[config.mk]
export PLATFORM = sky130hd
export DESIGN_NAME = pipe_buffer
export DESIGN_NICKNAME = d
export VERILOG_FILES = /design/src/rtl/pipe_pkg.sv /design/src/rtl/pipe_entry.sv /design/src/rtl/pipe_buffer.sv
export SDC_FILE = /design/constraint.sdc
export NUM_CORES = 1
export LEC_CHECK = 0
export CORE_MARGIN = 3
export CORE_UTILIZATION = 45
export CTS_BUF_LIST = sky130_fd_sc_hd__clkbuf_4
export CTS_CLUSTER_SIZE = 25
export DETAILED_ROUTE_END_ITERATION = 7
export GPL_TIMING_DRIVEN = 1
export PLACE_DENSITY = 0.73
export REMOVE_ABC_BUFFERS = 1
export SKIP_CTS_REPAIR_TIMING = 1
export SLEW_MARGIN = 0
export SYNTH_ARGS = -nofsm -noshare
export SYNTH_HDL_FRONTEND = slang
export SYNTH_SLANG_ARGS = --single-unit
[constraint.sdc]
create_clock -name clk -period 8.9 [get_ports clk]
set_input_delay 1.335 -clock clk [delete_from_list [all_inputs] [get_ports clk]]
set_output_delay 1.335 -clock clk [all_outputs]
set_load 0.02 [all_outputs]
[src/rtl/pipe_pkg.sv]
// rtl/pipe_pkg.sv - shared defaults and control-bit indices for the pipeline buffer
package pipe_pkg;

    localparam int PIPE_DW    = 16;
    localparam int PIPE_LANES = 4;
    localparam int PIPE_CW    = 4;
    localparam int PIPE_SCW   = 8;

    // Positions of the control bits carried alongside each entry
    localparam int WEN     = 0;
    localparam int MUX3SEL = 1;
    localparam int REGWR   = 2;
    localparam int R0WR    = 3;

endpackage

[src/rtl/pipe_entry.sv]
// rtl/pipe_entry.sv - one buffer slot: valid flag plus data/ctrl payload with load and clear
module pipe_entry #(
    parameter int DATA_W        = 64,
    parameter int CTRL_W        = 4,
    parameter bit RESET_PAYLOAD = 1'b1
) (
    input  logic              clk,
    input  logic              rst_n,
    input  logic              i_load,
    input  logic              i_clear,
    input  logic [DATA_W-1:0] i_data,
    input  logic [CTRL_W-1:0] i_ctrl,
    output logic              o_valid,
    output logic [DATA_W-1:0] o_data,
    output logic [CTRL_W-1:0] o_ctrl
);

    logic              r_valid;
    logic [DATA_W-1:0] r_data;
    logic [CTRL_W-1:0] r_ctrl;

    // Clear wins over load so a squash can never be overridden by a fill
    always_ff @(posedge clk) begin
        if (!rst_n) begin
            r_valid <= 1'b0;
            if (RESET_PAYLOAD) begin
                r_data <= '0;
                r_ctrl <= '0;
            end
        end else if (i_clear) begin
            r_valid <= 1'b0;
        end else if (i_load) begin
            r_valid <= 1'b1;
            r_data  <= i_data;
            r_ctrl  <= i_ctrl;
        end
    end

    assign o_valid = r_valid;
    assign o_data  = r_data;
    assign o_ctrl  = r_ctrl;

endmodule

[src/rtl/pipe_buffer.sv]
// rtl/pipe_buffer.sv - two-entry skid buffer between pipeline stages with flush and stall counter
module pipe_buffer
    import pipe_pkg::*;
#(
    parameter int DW    = PIPE_DW,
    parameter int LANES = PIPE_LANES,
    parameter int CW    = PIPE_CW,
    parameter int SCW   = PIPE_SCW
) (
    input  logic                clk,
    input  logic                rst_n,
    input  logic                in_valid,
    output logic                in_ready,
    input  logic [LANES*DW-1:0] in_data,
    input  logic [CW-1:0]       in_ctrl,
    input  logic                flush,
    output logic                out_valid,
    input  logic                out_ready,
    output logic [LANES*DW-1:0] out_data,
    output logic [CW-1:0]       out_ctrl,
    output logic [SCW-1:0]      stall_cnt
);

    localparam int DATA_W = LANES * DW;

    logic              r_in_ready;
    logic [SCW-1:0]    r_stall_cnt;

    logic              w_main_valid, w_skid_valid;
    logic [DATA_W-1:0] w_main_data, w_skid_data, w_main_src_data;
    logic [CW-1:0]     w_main_ctrl, w_skid_ctrl, w_main_src_ctrl;
    logic              w_pop, w_push, w_main_free;
    logic              w_main_load, w_main_clear;
    logic              w_skid_load, w_skid_clear, w_skid_valid_nxt;

    assign w_pop       = w_main_valid & out_ready;
    assign w_push      = in_valid & r_in_ready;
    assign w_main_free = ~w_main_valid | w_pop;

    // A held skid entry always refills main before any new input can
    assign w_main_load  = ~flush & w_main_free & (w_skid_valid | w_push);
    assign w_main_clear = flush | (w_pop & ~w_skid_valid & ~w_push);
    assign w_skid_load  = ~flush & ~w_main_free & w_push;
    assign w_skid_clear = flush | (w_main_free & w_skid_valid);

    assign w_main_src_data = w_skid_valid ? w_skid_data : in_data;
    assign w_main_src_ctrl = w_skid_valid ? w_skid_ctrl : in_ctrl;

    assign w_skid_valid_nxt = ~flush & (w_skid_load | (w_skid_valid & ~w_skid_clear));

    pipe_entry #(
        .DATA_W        (DATA_W),
        .CTRL_W        (CW),
        .RESET_PAYLOAD (1'b1)
    ) u_main (
        .clk     (clk),
        .rst_n   (rst_n),
        .i_load  (w_main_load),
        .i_clear (w_main_clear),
        .i_data  (w_main_src_data),
        .i_ctrl  (w_main_src_ctrl),
        .o_valid (w_main_valid),
        .o_data  (w_main_data),
        .o_ctrl  (w_main_ctrl)
    );

    pipe_entry #(
        .DATA_W        (DATA_W),
        .CTRL_W        (CW),
        .RESET_PAYLOAD (1'b0)
    ) u_skid (
        .clk     (clk),
        .rst_n   (rst_n),
        .i_load  (w_skid_load),
        .i_clear (w_skid_clear),
        .i_data  (in_data),
        .i_ctrl  (in_ctrl),
        .o_valid (w_skid_valid),
        .o_data  (w_skid_data),
        .o_ctrl  (w_skid_ctrl)
    );

    // in_ready tracks the registered skid state, so out_ready never reaches it combinationally
    always_ff @(posedge clk) begin
        if (!rst_n) begin
            r_in_ready <= 1'b1;
        end else begin
            r_in_ready <= ~w_skid_valid_nxt;
        end
    end

    always_ff @(posedge clk) begin
        if (!rst_n) begin
            r_stall_cnt <= '0;
        end else if (w_main_valid && !out_ready && !(&r_stall_cnt)) begin
            r_stall_cnt <= r_stall_cnt + SCW'(1);
        end
    end

    assign in_ready  = r_in_ready;
    assign out_valid = w_main_valid;
    assign out_data  = w_main_data;
    assign out_ctrl  = w_main_valid ? w_main_ctrl : '0;
    assign stall_cnt = r_stall_cnt;

endmodule

==> results of run 1 <==
-- critical path, delay by kind of cell (launching register included) --
kind	cells	cell delay (ps)
and+or+nand+nor	1	210
DFF	1	520
buffers and inverters	1	610
-- report_power, final --
| part | internal [mW] | leakage, nW | switching [mW] |
|---|---|---|---|
| sequential | 0.729 | 1.26 | 0.0162 |
| clock | 0.147 | 0.129 | 0.246 |
| combinational | 0.104 | 1.26 | 0.105 |
| total | 0.980 | 2.65 | 0.367 |
-- cells by family after synthesis --
kind of cell | synth area share, %
buf+inv | 5.48
simple gates | 16.1
fa+ha+maj | 0.194
compound gates | 8.55
mux | 13.4
flops | 56.3
-- routing by layer --
| metal | vias up | global-route usage (%) |
|---|---|---|
| met5 | - | 0 |
| met4 | 0 | 6.38 |
| met3 | 16 | 6.15 |
| met2 | 232 | 34.5 |
| met1 | 2456 | 27.8 |
| li1 | 2331 | - |
-- layout by cell type, fill, tap and decap left out, drive strengths merged, types with 3 or more instances in the layout --
cell type	n
nand4	3
dfxtp	79
clkbuf	20
clkdlybuf4s50	149
buf	10
and2	4
nand2	8
clkinv	4
a31oi	68
nor3	70
o311a	3
nor4	68
a21oi	4
clkinvlp	5
mux2	68
inv	7
edfxtp	68
-- sequential cells by signal (all words and copies together), names as in the netlist --
register,flops
in_ready,1
u_skid.o_data,64
u_main.o_data,64
u_main.o_ctrl,4
stall_cnt,8
u_main.o_valid,1
u_skid.o_valid,1
u_skid.o_ctrl,4
-- cell type report --
class	count	share of cell area, %
Clock inverter	12	1.32
Inverter	5	0.229
Timing Repair Buffer	159	19.1
Sequential cell	147	44.4
Clock buffer	20	1.84
Multi-Input combinational cell	317	30.4
Tap cell	180	2.75
-- final timing paths --
path | from | end | slack [ps] | cells past startpoint
setup reg to reg | u_skid.o_valid | u_main.o_data[1] | 6230 | 4
setup / recovery | u_main.o_valid | out_ctrl[1] | 5660 | 2
hold / removal | stall_cnt[1] | stall_cnt[1] | 530 | 2
hold reg to reg | stall_cnt[1] | stall_cnt[1] | 530 | 2
-- metrics by stage --
stage	worst slack (ps)	std cells	hold slack (ps)
4_1_cts	5580	840	526
2_1_floorplan	912	469	512
3_3_place_gp	5270	808	486
6_report	5660	840	532
5_1_grt	5540	840	563
3_5_place_dp	5200	808	510
==> impl_metrics.json, run 1 <==
{
  "run_status": "finished, final reports clean",
  "crit_type": "reg -> out",
  "wl_per_cell_microns": 20.0,
  "crit_chain": "and2_1, clkdlybuf4s50_1",
  "power.total_mw": 1.35,
  "num_antenna_cells": 0,
  "cts_inserted_buffers": 17,
  "area_delta_synth_final_pct": 27.0,
  "num_rows": 43,
  "wl_met3_microns": 1330,
  "slowest_delay_ps": 610,
  "layout-drive-gt1-share_pct": 20.9,
  "first_iter_violations": 402,
  "antenna_found_initial": 0,
  "maxCapViolCount": 0,
  "core_area_sq_mm": 0.0139,
  "synth_most_common_cell": "dfxtp_1",
  "finalInstanceArea_sq_mm": 0.00818,
  "viasPerCell": 5.99,
  "post-route-drc-count": 0,
  "htreeDepth": 4,
  "critPathRequiredTime_ps": 7570,
  "worstPathArrival_ps": 1910,
  "worstMarginPinSlew_ps": 1160,
  "die_h_microns": 126,
  "cts_root_buf": "clkbuf_4",
  "start_kind": "register",
  "skew_ps": 17.7,
  "min_period_ps": 3240,
  "start_util_pct": 46.2,
  "clk_path_buf_depth": 2,
  "yosys-top-cells-area": "edfxtp_1 (32%), dfxtp_1 (25%), mux2_2 (8.4%)",
  "drv_slew": 0,
  "clk_pin_slew_ps": 120,
  "place_congestion": 0.740,
  "first_global_vias": 5129,
  "setup_tns_ps": 0,
  "relSlewSlack_pct": 22.7,
  "period_share_pct": 36.4,
  "crit_fanout": 9,
  "synth-main-ff-cell": "dfxtp_1",
  "highest_layer": "met4",
  "hold_viol": 0,
  "cts_tree": "yes",
  "worstSetupEndpointType": "primary output",
  "post_dp_cell_area_sq_mm": 0.00792,
  "met1_length_microns": 7100,
  "grt_max_degree": 72,
  "worstHoldPathType": "reg -> reg",
  "vias": 5035,
  "track_usage_pct": 21.3,
  "synthesis.area_sq_mm": 0.00644,
  "fp.dieArea_sq_mm": 0.0158,
  "grt_pass1_wl_microns": 27200,
  "nFillCells": 1118,
  "fmax_mhz": 308,
  "yosys.area.top_type_share_pct": 31.7,
  "yosys_warnings": 0,
  "ys_types": 36,
  "chipWidth_microns": 126,
  "rsz0062_at_grt": "no",
  "drt-total-wl_microns": 16800,
  "power_density_mw_per_mm2": 165,
  "ys_ff_latch": 147,
  "setup_viol": 0,
  "cts.sinks": 147,
  "power.leakage_nw": 2.65,
  "nets": 721,
  "ys_top_cells_by_count": "dfxtp_1 (79), nor3_1 (70), a31oi_1 (68), edfxtp_1 (68)",
  "wl_met2_microns": 8140,
  "regArea_sq_mm": 0.00363,
  "gr-total-overflow": 0,
  "firstDrtPassIters": 4,
  "synthCells": 531,
  "io_pins": 151,
  "clock_latency_ps": 570,
  "async_reset_ff_share_pct": 0,
  "io_buffers": 150,
  "post-route-util_pct": 58.7,
  "ir_drop_mv": 0.0877,
  "multi_input_area_sq_mm": 0.00248,
  "dp_hpwl_microns": 9980,
  "cp_slowest_cell": "clkdlybuf4s50_1",
  "synth_top_area_cell": "edfxtp_1",
  "ys_seq_area_share_pct": 56.3,
  "synth.avg_cell_area_sq_um": 12.1,
  "drtAntennaViolNets": 0,
  "synth_edf_count": 68
}
Power figures use the tool's default switching activity.
==> inputs of run 2 (changes only) <==
--- a/config.mk
+++ b/config.mk
@@ -11,7 +11,7 @@
 export CTS_CLUSTER_SIZE = 25
 export DETAILED_ROUTE_END_ITERATION = 7
 export GPL_TIMING_DRIVEN = 1
-export PLACE_DENSITY = 0.73
+export PLACE_DENSITY = 0.76
 export REMOVE_ABC_BUFFERS = 1
 export SKIP_CTS_REPAIR_TIMING = 1
 export SLEW_MARGIN = 0
==> constraint.sdc (replaced) <==
create_clock -name clk -period 2.6 [get_ports clk]
set_input_delay 0.39 -clock clk [delete_from_list [all_inputs] [get_ports clk]]
set_output_delay 0.39 -clock clk [all_outputs]
set_load 0.02 [all_outputs]
==> impl_metrics.json, run 2 (synthesized netlist as in run 1, its figures left out) <==
{
  "nFillCells": 1095,
  "layout-drive-gt1-share_pct": 21.3,
  "rsz0062_at_grt": "no",
  "num_antenna_cells": 0,
  "post-route-util_pct": 59.8,
  "r2r-start": "u_skid.o_valid",
  "antenna_found_initial": 0,
  "fmax_mhz": 453,
  "whs_path_depth": 4,
  "die_h_microns": 126,
  "place_congestion": 0.800,
  "chipWidth_microns": 126,
  "grt_pass1_wl_microns": 26200,
  "relSlewSlack_pct": 43.1,
  "dp.cells": 815,
  "first_global_vias": 4938,
  "cts.sinks": 147,
  "power.leakage_nw": 2.74,
  "skew_ps": 13.6,
  "wl_per_cell_microns": 19.0,
  "start_kind": "register",
  "nets": 728,
  "vias": 5001,
  "fp.dieArea_sq_mm": 0.0158,
  "worstHoldPathType": "in -> reg",
  "reg2reg_to": "u_main.o_data[43]",
  "cts_root_buf": "clkbuf_4",
  "crit_start": "u_main.o_valid",
  "worstSetupEndpointType": "primary output",
  "first_iter_violations": 453,
  "area_delta_synth_final_pct": 29.5,
  "crit_fanout": 9,
  "core_area_sq_mm": 0.0139,
  "worstMarginPinSlew_ps": 853,
  "drtAntennaViolNets": 0,
  "final_cells": 847,
  "track_usage_pct": 20.6,
  "clock_latency_ps": 550,
  "finalInstanceArea_sq_mm": 0.00834,
  "power_density_mw_per_mm2": 578,
  "cts_tree": "yes",
  "reg2reg_depth": 4,
  "ir_drop_mv": 0.287,
  "drt-total-wl_microns": 16100,
  "cts_inserted_buffers": 17,
  "drv_slew": 0,
  "clk_pin_slew_ps": 110,
  "ff2ff_setup_slack_ps": 790,
  "maxCapViolCount": 0,
  "io_buffers": 150,
  "grt_max_degree": 72,
  "post_dp_cell_area_sq_mm": 0.00804,
  "hold_end": "u_main.o_valid",
  "htreeDepth": 4,
  "setup_viol": 0,
  "crit_type": "reg -> out",
  "layout_common_cells": "clkdlybuf4s50_1 (149), dfxtp_1 (78), nor3_1 (69)",
  "start_util_pct": 46.2,
  "critPathRequiredTime_ps": 2210,
  "firstDrtPassIters": 7,
  "preCtsSetupSlack_ps": 447,
  "layout_commonest_cell": "clkdlybuf4s50_1",
  "period_share_pct": 85.0,
  "viasPerCell": 5.90,
  "hold_viol": 0,
  "worstPathArrival_ps": 1820,
  "io_pins": 151,
  "dp_hpwl_microns": 10300,
  "setup_ws_ps": 391,
  "run_status": "finished, final reports clean",
  "gr-total-overflow": 0,
  "num_rows": 43,
  "hp-start": "flush",
  "post-route-drc-count": 0,
  "min_period_ps": 2210,
  "clk_path_buf_depth": 2
}
run 2: cell types whose count changed in the layout (fill, tap and decap cells not counted):
| cell | previous run | this run |
|---|---|---|
| clkinvlp_4 | 5 | 1 |
| clkbuf_4 | 20 | 18 |
| bufinv_16 | 1 | 4 |
| clkinv_1 | 1 | 4 |
| inv_6 | 2 | 0 |
| clkinv_2 | 2 | 5 |
| buf_12 | 0 | 5 |
| clkinv_4 | 1 | 0 |
| buf_4 | 9 | 11 |
run 2: worst max-delay path by stage:
stage                                   end  slack, ps  depth (start not counted)
after floorplan            u_skid.o_ctrl[0]      -4560                          2
after global placement    u_skid.o_data[13]        490                          4
after detailed placement  u_main.o_data[62]        450                          5
after CTS                       out_ctrl[0]        340                          2
after global routing            out_ctrl[0]        280                          2
final                           out_ctrl[0]        390                          2
run 2: stage by stage:
stage | setup TNS [ps] | total power [mW] | hold WS, ps
floorplan | -408630 | 2.94 | 489
CTS | 0 | 4.85 | 128
global route | 0 | 5.00 | 150
detailed placement | 0 | 3.32 | 506
global placement | 0 | 3.30 | 480
finish | 0 | 4.82 | 181
run 2: area by class of cell:
class | count | area [sq um] | area share (%)
Clock buffer | 18 | 135 | 1.62
Clock inverter | 14 | 168 | 2.01
Inverter | 5 | 18.8 | 0.225
Multi-Input combinational cell | 317 | 2480 | 29.8
Sequential cell | 147 | 3630 | 43.5
Tap cell | 180 | 225 | 2.70
Timing Repair Buffer | 166 | 1680 | 20.1
run 2: report_power, final:
group          leakage [nW]  switching, mW  internal (mW)
Sequential             1.26         0.0476           2.49
Clock                 0.165          0.793          0.752
Combinational          1.31          0.363          0.366
run 2: routing by layer:
layer,vias up,track usage (%),share of wire [%]
met5,-,0,0
li1,2344,-,-
met1,2437,27.7,44
met3,23,5.30,6.7
met2,197,32.6,48
met4,0,6.63,1.6
run 2: worst max-delay path, cell delays in order (launching register included):
cell             delay, ps
dfxtp_1                490
and2_1                 190
clkdlybuf4s50_1        600
